$ cat src/rtl/i2s_adc_rx_if.sv
// Codec-side I2S pins plus the published stereo sample bus of the ADC receiver.
// The slave modport is the receiver's view; the master modport drives the codec pins and consumes samples.
interface i2s_adc_rx_if;
  logic               AUD_BCLK;
  logic               AUD_ADCLRCK;
  logic               AUD_ADCDAT;
  logic signed [31:0] out_L;
  logic signed [31:0] out_R;
  logic               sample_valid;
  logic               frame_err;

  modport master (
    output AUD_BCLK, AUD_ADCLRCK, AUD_ADCDAT,
    input  out_L, out_R, sample_valid, frame_err
  );

  modport slave (
    input  AUD_BCLK, AUD_ADCLRCK, AUD_ADCDAT,
    output out_L, out_R, sample_valid, frame_err
  );
endinterface

$ cat src/rtl/i2s_adc_rx.sv
// I2S ADC receiver: synchronises the codec pins onto CLOCK_50 and deserialises
// each LRCK frame into a left-aligned signed 32-bit stereo pair with a valid strobe.
module i2s_adc_rx #(
  parameter int DATA_W      = 32,
  parameter int SYNC_STAGES = 2
) (
  input  logic        CLOCK_50,
  input  logic        reset,
  i2s_adc_rx_if.slave aud
);
  localparam int              CNT_W     = 6;
  localparam logic [CNT_W-1:0] CNT_MAX   = CNT_W'(DATA_W + 1);
  localparam logic [CNT_W-1:0] FULL_BITS = CNT_W'(DATA_W);

  typedef enum logic [1:0] {IDLE, LEFT, RIGHT} state_t;

  // Pin vector order: [2] data, [1] lrck, [0] bclk.
  logic [2:0] pins;
  logic [2:0] sync_s;
  assign pins = {aud.AUD_ADCDAT, aud.AUD_ADCLRCK, aud.AUD_BCLK};

  genvar gi;
  generate
    for (gi = 0; gi < SYNC_STAGES; gi++) begin : gen_sync
      logic [2:0] stage_q;
      if (gi == 0) begin : g_first
        always_ff @(posedge CLOCK_50) begin
          if (reset) stage_q <= '0;
          else       stage_q <= pins;
        end
      end else begin : g_next
        always_ff @(posedge CLOCK_50) begin
          if (reset) stage_q <= '0;
          else       stage_q <= gen_sync[gi-1].stage_q;
        end
      end
    end
  endgenerate
  assign sync_s = gen_sync[SYNC_STAGES-1].stage_q;

  state_t              state_q, state_d;
  logic [2:0]          hist_q, hist_d;
  logic                bclk_rise_q, bclk_rise_d;
  logic                lrck_rise_q, lrck_rise_d;
  logic                lrck_fall_q, lrck_fall_d;
  logic                din_q, din_d;
  logic [CNT_W-1:0]    bit_cnt_q, bit_cnt_d;
  logic [DATA_W-1:0]   shift_q, shift_d;
  logic [31:0]         hold_l_q, hold_l_d;
  logic [31:0]         out_l_q, out_l_d;
  logic [31:0]         out_r_q, out_r_d;
  logic                sample_valid_q, sample_valid_d;
  logic                frame_err_q, frame_err_d;

  logic [CNT_W-1:0]    n_bits;
  logic [31:0]         slot_word;
  logic                short_slot;
  logic                lrck_edge;

  always_comb begin
    hist_d      = sync_s;
    bclk_rise_d = sync_s[0] & ~hist_q[0];
    lrck_rise_d = sync_s[1] & ~hist_q[1];
    lrck_fall_d = ~sync_s[1] & hist_q[1];
    din_d       = sync_s[2];

    // bit_cnt counts the delay bit too, so shifted bits = bit_cnt - 1 (saturates at DATA_W).
    n_bits     = (bit_cnt_q == '0) ? '0 : bit_cnt_q - CNT_W'(1);
    slot_word  = 32'(shift_q) << (CNT_W'(32) - n_bits);
    short_slot = (n_bits < FULL_BITS);
    lrck_edge  = lrck_rise_q | lrck_fall_q;

    state_d        = state_q;
    bit_cnt_d      = bit_cnt_q;
    shift_d        = shift_q;
    hold_l_d       = hold_l_q;
    out_l_d        = out_l_q;
    out_r_d        = out_r_q;
    sample_valid_d = 1'b0;
    frame_err_d    = frame_err_q;

    // A bclk_rise coinciding with an LRCK edge is the delay bit of the new slot.
    if (lrck_edge) begin
      bit_cnt_d = bclk_rise_q ? CNT_W'(1) : '0;
    end else if (bclk_rise_q && (bit_cnt_q != CNT_MAX)) begin
      bit_cnt_d = bit_cnt_q + CNT_W'(1);
    end

    if (!lrck_edge && bclk_rise_q && (state_q != IDLE) &&
        (bit_cnt_q >= CNT_W'(1)) && (bit_cnt_q <= FULL_BITS)) begin
      shift_d = {shift_q[DATA_W-2:0], din_q};
    end

    unique case (state_q)
      IDLE: begin
        if (lrck_fall_q) begin
          state_d = LEFT;
          shift_d = '0;
        end
      end
      LEFT: begin
        if (lrck_rise_q) begin
          hold_l_d = slot_word;
          shift_d  = '0;
          state_d  = RIGHT;
          if (short_slot) frame_err_d = 1'b1;
        end else if (lrck_fall_q) begin
          state_d     = IDLE;
          shift_d     = '0;
          frame_err_d = 1'b1;
        end
      end
      RIGHT: begin
        if (lrck_fall_q) begin
          out_l_d        = hold_l_q;
          out_r_d        = slot_word;
          sample_valid_d = 1'b1;
          shift_d        = '0;
          state_d        = LEFT;
          if (short_slot) frame_err_d = 1'b1;
        end else if (lrck_rise_q) begin
          state_d     = IDLE;
          shift_d     = '0;
          frame_err_d = 1'b1;
        end
      end
      default: begin
        state_d = IDLE;
        shift_d = '0;
      end
    endcase
  end

  always_ff @(posedge CLOCK_50) begin
    if (reset) begin
      state_q        <= IDLE;
      hist_q         <= '0;
      bclk_rise_q    <= 1'b0;
      lrck_rise_q    <= 1'b0;
      lrck_fall_q    <= 1'b0;
      din_q          <= 1'b0;
      bit_cnt_q      <= '0;
      shift_q        <= '0;
      hold_l_q       <= '0;
      out_l_q        <= '0;
      out_r_q        <= '0;
      sample_valid_q <= 1'b0;
      frame_err_q    <= 1'b0;
    end else begin
      state_q        <= state_d;
      hist_q         <= hist_d;
      bclk_rise_q    <= bclk_rise_d;
      lrck_rise_q    <= lrck_rise_d;
      lrck_fall_q    <= lrck_fall_d;
      din_q          <= din_d;
      bit_cnt_q      <= bit_cnt_d;
      shift_q        <= shift_d;
      hold_l_q       <= hold_l_d;
      out_l_q        <= out_l_d;
      out_r_q        <= out_r_d;
      sample_valid_q <= sample_valid_d;
      frame_err_q    <= frame_err_d;
    end
  end

  assign aud.out_L        = out_l_q;
  assign aud.out_R        = out_r_q;
  assign aud.sample_valid = sample_valid_q;
  assign aud.frame_err    = frame_err_q;
endmodule

$ cat src/flat_wrapper.sv
// flat-port wrapper written by rule: the top's interface ports become plain ports
module i2s_adc_rx_flat 
#(
  parameter int DATA_W      = 32,
  parameter int SYNC_STAGES = 2
)
  (CLOCK_50, reset, aud_AUD_BCLK, aud_AUD_ADCLRCK, aud_AUD_ADCDAT, aud_out_L, aud_out_R, aud_sample_valid, aud_frame_err);
  i2s_adc_rx_if aud_i ();
  input  logic CLOCK_50;
  input  logic reset;
  input wire logic [$bits(aud_i.AUD_BCLK)-1:0] aud_AUD_BCLK;
  input wire logic [$bits(aud_i.AUD_ADCLRCK)-1:0] aud_AUD_ADCLRCK;
  input wire logic [$bits(aud_i.AUD_ADCDAT)-1:0] aud_AUD_ADCDAT;
  output wire logic [$bits(aud_i.out_L)-1:0] aud_out_L;
  output wire logic [$bits(aud_i.out_R)-1:0] aud_out_R;
  output wire logic [$bits(aud_i.sample_valid)-1:0] aud_sample_valid;
  output wire logic [$bits(aud_i.frame_err)-1:0] aud_frame_err;
  assign aud_i.AUD_BCLK = aud_AUD_BCLK;
  assign aud_i.AUD_ADCLRCK = aud_AUD_ADCLRCK;
  assign aud_i.AUD_ADCDAT = aud_AUD_ADCDAT;
  assign aud_out_L = aud_i.out_L;
  assign aud_out_R = aud_i.out_R;
  assign aud_sample_valid = aud_i.sample_valid;
  assign aud_frame_err = aud_i.frame_err;
  i2s_adc_rx #(.DATA_W(DATA_W), .SYNC_STAGES(SYNC_STAGES)) u_core (.CLOCK_50(CLOCK_50), .reset(reset), .aud(aud_i));
endmodule
$ cat config.mk
export PLATFORM = sky130hd
export DESIGN_NAME = i2s_adc_rx_flat
export DESIGN_NICKNAME = d
export VERILOG_FILES = /design/src/rtl/i2s_adc_rx_if.sv /design/src/rtl/i2s_adc_rx.sv /design/src/flat_wrapper.sv
export SDC_FILE = /design/constraint.sdc
export NUM_CORES = 1
export LEC_CHECK = 0
export BUFFER_PORTS_ARGS = -buffer_cell sky130_fd_sc_hd__buf_2
export CAP_MARGIN = 20
export CELL_PAD_IN_SITES_DETAIL_PLACEMENT = 1
export CELL_PAD_IN_SITES_GLOBAL_PLACEMENT = 1
export CORE_MARGIN = 4
export CORE_UTILIZATION = 51
export CTS_BUF_LIST = sky130_fd_sc_hd__clkbuf_8
export CTS_CLUSTER_DIAMETER = 100
export DETAILED_ROUTE_END_ITERATION = 12
export GPL_TIMING_DRIVEN = 0
export PLACE_DENSITY_LB_ADDON = 0.3
export SYNTH_ARGS = -nofsm -noshare
export SYNTH_HDL_FRONTEND = slang
export SYNTH_SLANG_ARGS = --single-unit
$ cat constraint.sdc
create_clock -name CLOCK_50 -period 13.1 [get_ports CLOCK_50]
set_input_delay 3.93 -clock CLOCK_50 [delete_from_list [all_inputs] [get_ports CLOCK_50]]
set_output_delay 3.93 -clock CLOCK_50 [all_outputs]
set_load 0.005 [all_outputs]
## Word level (Yosys, flattened, before mapping)

Index checks and enable logic that the tools add are counted.

| cells by class | value |
|---|---|
| add/sub/neg operators | 3 |
| $lt $le $gt $ge | 3 |
| eq/ne operators | 6 |
| shift-type cells | 1 |
| multiplexer cells | 23 |
| bitwise logic cells | 8 |
| reduce and logical (&&, ||, !) cells | 16 |

Operators by type and width:

| operator | number |
|---|---|
| $mux 32 | 5 |
| $pmux 32 s3 | 1 |
| $shl 32x6->32 | 1 |
| $mux 6 | 3 |
| $mux 2 | 5 |
| $mux 1 | 7 |
| $add 6x1->6 const B | 1 |
| $ge 6x1->1 const B | 1 |
| $le 6x6->1 const B | 1 |
| $logic_not 6->1 | 1 |
| $lt 6x6->1 const B | 1 |
| $ne 3x1->1 const B | 2 |
| $ne 6x6->1 const B | 1 |
| $pmux 2 s3 | 1 |
| $reduce_and 3->1 | 2 |
| $reduce_bool 2->1 | 3 |
| $sub 6x1->6 const B | 1 |
| $sub 6x6->6 const A | 1 |
| $logic_and 1x1->1 | 5 |
| $not 1->1 | 4 |
| $reduce_and 2->1 | 2 |
| $and 1x1->1 | 3 |
| $eq 2x1->1 const B | 1 |
| $eq 2x2->1 const B | 1 |
| 6 further kinds | 6 |

| word-level totals | value |
|---|---|
| flip-flop bits (word level) | 150 |
| output and inout bits | 66 |
| logic and storage cells | 75 |

## Logic depth before layout (Yosys ltp)

| logic depth | value |
|---|---|
| depth after elaboration | 10 |
| mapped depth | 16 |
| depth with buffers taken out | 13 |

## Worst setup path after synthesis

OpenSTA, ideal clock, no wires.

| path | value |
|---|---|
| path kind | input to register |
| start point | in reset |
| end point | reg u_core.hold_l_q[16] |
| arrival | 4867 ps |
| data required time | 12966 ps |
| path slack | 8098 ps |
| stages on the path | 4 |
| buffers on the path | 3 |
| cell sequence | clkbuf_1 > clkbuf_1 > buf_1 > nor3_1 |

RTL lines:

| item | RTL line | text |
|---|---|---|
| start, declared | flat_wrapper.sv:10 | `input logic reset;` |
| end signal, assigned | i2s_adc_rx.sv:158 | `hold_l_q <= hold_l_d;` |
| end, declared | i2s_adc_rx.sv:49 | `logic [31:0] hold_l_q, hold_l_d;` |

No word-level cell between the ends.

## Worst setup path in the final report

| path | value |
|---|---|
| start point | reg u_core.bit_cnt_q[0] |
| end point | reg u_core.out_r_q[28], in the netlist u_core.aud.out_R[28] |

| on the way | value |
|---|---|
| longest elaborated chain between the ends | 4 |
| elaborated cells between the ends (all ways) | 5 |

RTL lines:

| item | RTL line | text |
|---|---|---|
| start, declared | i2s_adc_rx.sv:47 | `logic [CNT_W-1:0] bit_cnt_q, bit_cnt_d;` |
| start signal, assigned | i2s_adc_rx.sv:156 | `bit_cnt_q <= bit_cnt_d;` |
| $sub 6x1->6 / $logic_not 6->1 (equally long branches) | i2s_adc_rx.sv:68 | `n_bits = (bit_cnt_q == '0) ? '0 : bit_cnt_q - CNT_W'(1);` |
| $mux 6 (*) | i2s_adc_rx.sv:68 |  |
| $sub 6x6->6 (*) | i2s_adc_rx.sv:69 | `slot_word = 32'(shift_q) << (CNT_W'(32) - n_bits);` |
| $shl 32x6->32 (*) | i2s_adc_rx.sv:69 |  |
| end signal, assigned | i2s_adc_rx.sv:160 | `out_r_q <= out_r_d;` |
| end, declared | i2s_adc_rx.sv:51 | `logic [31:0] out_r_q, out_r_d;` |

Every way passes the cells marked *; elsewhere a longest branch is shown, timed or not.
A chain may end at the register's enable or synchronous reset.

==> key figures <==
Clocking
  – # clock sinks: 150
  – Clock transition at path regs: 0.09 ns
  – Post-CTS Setup Bufs: 0
  – Clk root buf: clkbuf_8
  – Hold buffers post-CTS: 0
  – Clk_lat worst skew: roughly 0.48 ns
  – TritonCTS clock tree: yes
  – Cts bufs inserted: 17
  – Clock buffer depth: 2
  – Post-CTS resize count: 0
  – H-tree depth: 4

STA
  – RSZ-0062 raised after global routing: no
  – Final worst path period share: 47.03%
  – Max Clk Rate: 0.1623 GHz
  – Worst Skew: around 0.012 ns
  – Final hold vios: 0
  – Tmin final: between 6 and 7 ns
  – Slew @ Worst Pin: around 0.8 ns
  – Count of pins over their slew limit: 0
  – Worst Hold Slack: 0.4078 ns
  – TNS Setup: 0 ns
  – Endpoints failing setup: 0
  – Max_slew headroom: 46.29%
  – Setup ws final: 6.939 ns

Flow run
  – Max_cap viols: 0

Floorplanning
  – Die W: 134.3 um
  – Die extent in y: 134.3 um
  – Placement Rows: 45
  – Initial Utilization: 52.77%
  – Die area: 18,050 um^2
  – Core Footprint: 15,430 um^2
  – I/O pin count: 71

Cells and area
  – Proportion of layout cells with a drive suffix above 1: about a fifth
  – Area Overhead vs Synth: 12.42%
  – Nets: 998
  – Diodes inserted: 0

Worst setup path
  – Crit Path Class: flop to flop
  – Crit path capture type: flop
  – Arr. time, crit path: 6.55 ns
  – Crit path launch type: flop
  – Worst Path Required: 13.49 ns
  – CP Max Fanout: 10

Power
  – Power density over the cells: 101.0 nW/um^2
  – Peak supply drop: 57.84 uV
  – Leakage: 0.003482 uW

Drt
  – Routed wire length per instance: 21.91 um
  – Final Routed Wirelength: between 20,000 and 30,000 um
  – Highest metal layer with signal wires: met4
  – Antenna viol nets, final: 0
  – DRC: 0
  – 1st-iter DRT viols: 627
  – Met3 routed WL: ~1800 um
  – 1st-pass router iterations: 6
  – Routed met2 length: 12,890 um
  – DR vias/cell: 6.243
  – Met1 Wirelength: between 10,000 and 15,000 um
  – Vias: 7,542

Global routing
  – Initial antenna violation count: 0
  – Largest net degree at the start of global routing: 17
  – GRT Util Overall: 29.69%
  – Vias in the first global route: 7,653
  – GR Overflow Total: 0
  – First-pass GRT wire length: 42,170 um

Synthesis
  – Synth area leaders: dfxtp_1 (37%), mux4_2 (10%), mux2i_1 (8.4%)
  – Syn Area/Cell: ~9.1 um^2
  – EDFF count, synth: 0
  – Yosys reg bits: 150
  – Top-area cell type share of the netlist area: 36.89%
  – Register area share after synthesis: between 30% and 40%
  – Ys flop type: dfxtp_1
  – Synth cell types: 60
  – Synth async-reset ratio: 0%
  – Total of warnings raised by yosys: 0
  – Mapped Nets: 910
  – Post-Synthesis Cells: 896
  – Leading area contributor after synthesis: dfxtp_1
  – Netlist Area Pre-Place: 8140 um^2

Min path
  – HP Class: flop to flop

Placement
  – Setup WS pre-CTS: 7.160 ns
  – PortBufs: between 60 and 70
  – Post-detail-place hpwl: 19,400 um
  – Final GP Congestion: ~0.94

Outcome
  – Status: finished, final reports clean
==> area by class of cell <==
class	instances	area [um^2]
Fill cell	1889	6276
Multi-Input combinational cell	668	4787
Sequential cell	150	3003
Timing Repair Buffer	69	345.3
Buffer	73	331.6
Tap cell	211	264.0
Clock buffer	17	234.0
Clock inverter	15	167.7
Inverter	5	18.77
==> per-layer routing <==
layer	vias to the layer above	GRT usage (%)
met1	3694	37.47
met2	342	49.86
met3	73	4.351
met4	0	14.54
li1	3433	-
met5	-	0
==> cells in the mapped netlist (15+ instances only) <==
master	instances
o21ai_0	26
nand2_1	101
mux2i_1	68
a221o_1	32
clkbuf_1	41
buf_2	15
nor2_1	127
nor3_1	32
nor3b_1	28
mux2_2	15
dfxtp_1	150
mux4_2	37
a22oi_1	20
a21oi_1	53
==> logic make-up after synthesis <==
| family | after synthesis | synth area share, % |
|---|---|---|
| compound gates | 169 | 14.57 |
| fa+ha+maj | 9 | 1.383 |
| buf+inv | 78 | 4.304 |
| simple gates | 362 | 21.15 |
| flops | 150 | 36.89 |
| mux | 121 | 20.95 |
| xor+xnor | 7 | 0.7532 |
==> sequential cells by signal, indices dropped and copies added, names as in the netlist <==
register                 cells
u_core.aud.out_R            32
u_core.bit_cnt_q             6
u_core.aud.sample_valid      1
u_core.shift_q              32
u_core.lrck_fall_q           1
u_core.state_q               2
u_core.hist_q                2
u_core.gen_sync.stage_q      6
u_core.aud.out_L            32
u_core.bclk_rise_q           1
u_core.din_q                 1
u_core.hold_l_q             32
u_core.aud.frame_err         1
u_core.lrck_rise_q           1
==> per-stage QoR <==
step / total power, uW / utilization [%] / std cells / instance area [um^2]
final: 924.7 / 59.32 / 1208 / 9151
after global routing: 954.6 / 59.32 / 1208 / 9151
after CTS: 924.7 / 59.32 / 1208 / 9151
after detailed placement: 569.0 / 56.72 / 1176 / 8750
after global placement: 565.7 / 56.72 / 1176 / 8750
after floorplan: 541.3 / - / 896 / 8140
==> path summary, 6_finish.rpt <==
kind                       startpoint              endpoint  slack, ns  cells past startpoint
setup / recovery  u_core.bit_cnt_q[0]  u_core.aud.out_R[28]       6.94                     16
hold / removal       u_core.hist_q[0]    u_core.bclk_rise_q       0.41                      1
setup reg to reg  u_core.bit_cnt_q[0]  u_core.aud.out_R[28]       6.94                     16
hold reg to reg      u_core.hist_q[0]    u_core.bclk_rise_q       0.41                      1
==> placed cells by master (no fill, tap or decap), types with 6 or more instances in the layout <==
| master | synthesis | final |
|---|---|---|
| buf_1 | 12 | 12 |
| clkbuf_8 | 0 | 17 |
| mux2i_1 | 68 | 68 |
| mux2_2 | 15 | 15 |
| a22oi_1 | 20 | 20 |
| o21ai_0 | 26 | 26 |
| a21oi_2 | 6 | 6 |
| nor2b_1 | 14 | 14 |
| nand2_1 | 101 | 101 |
| and3_1 | 9 | 9 |
| a221o_1 | 32 | 32 |
| a21oi_1 | 53 | 53 |
| buf_2 | 15 | 84 |
| nand2b_1 | 9 | 9 |
| or3_1 | 7 | 7 |
| clkbuf_1 | 41 | 41 |
| nor3b_1 | 28 | 28 |
| nand3_1 | 9 | 9 |
| nor2_1 | 127 | 127 |
| dfxtp_1 | 150 | 150 |
| nor3_1 | 32 | 32 |
| mux4_2 | 37 | 37 |
| ha_1 | 9 | 9 |
==> report_power, final <==
part	switching, uW	internal [uW]	leakage (uW)	total, uW
registers	1.64	458	0.00121	460
clock network	206	158	0.000189	363
logic	65.4	36.3	0.00208	102
==> worst max-delay path: stages, from the launching register on <==
cell,delay (ns)
dfxtp_1,0.53
clkbuf_1,0.43
clkbuf_1,0.43
inv_1,0.26
ha_1,0.32
nor2b_1,0.23
a21oi_1,0.49
inv_2,0.22
ha_1,0.39
buf_2,0.28
buf_1,0.60
mux2i_1,0.23
a221o_1,0.42
mux2_2,0.30
mux2i_1,0.54
nand2b_1,0.11
a311oi_1,0.27
Power figures use the tool's default switching activity.
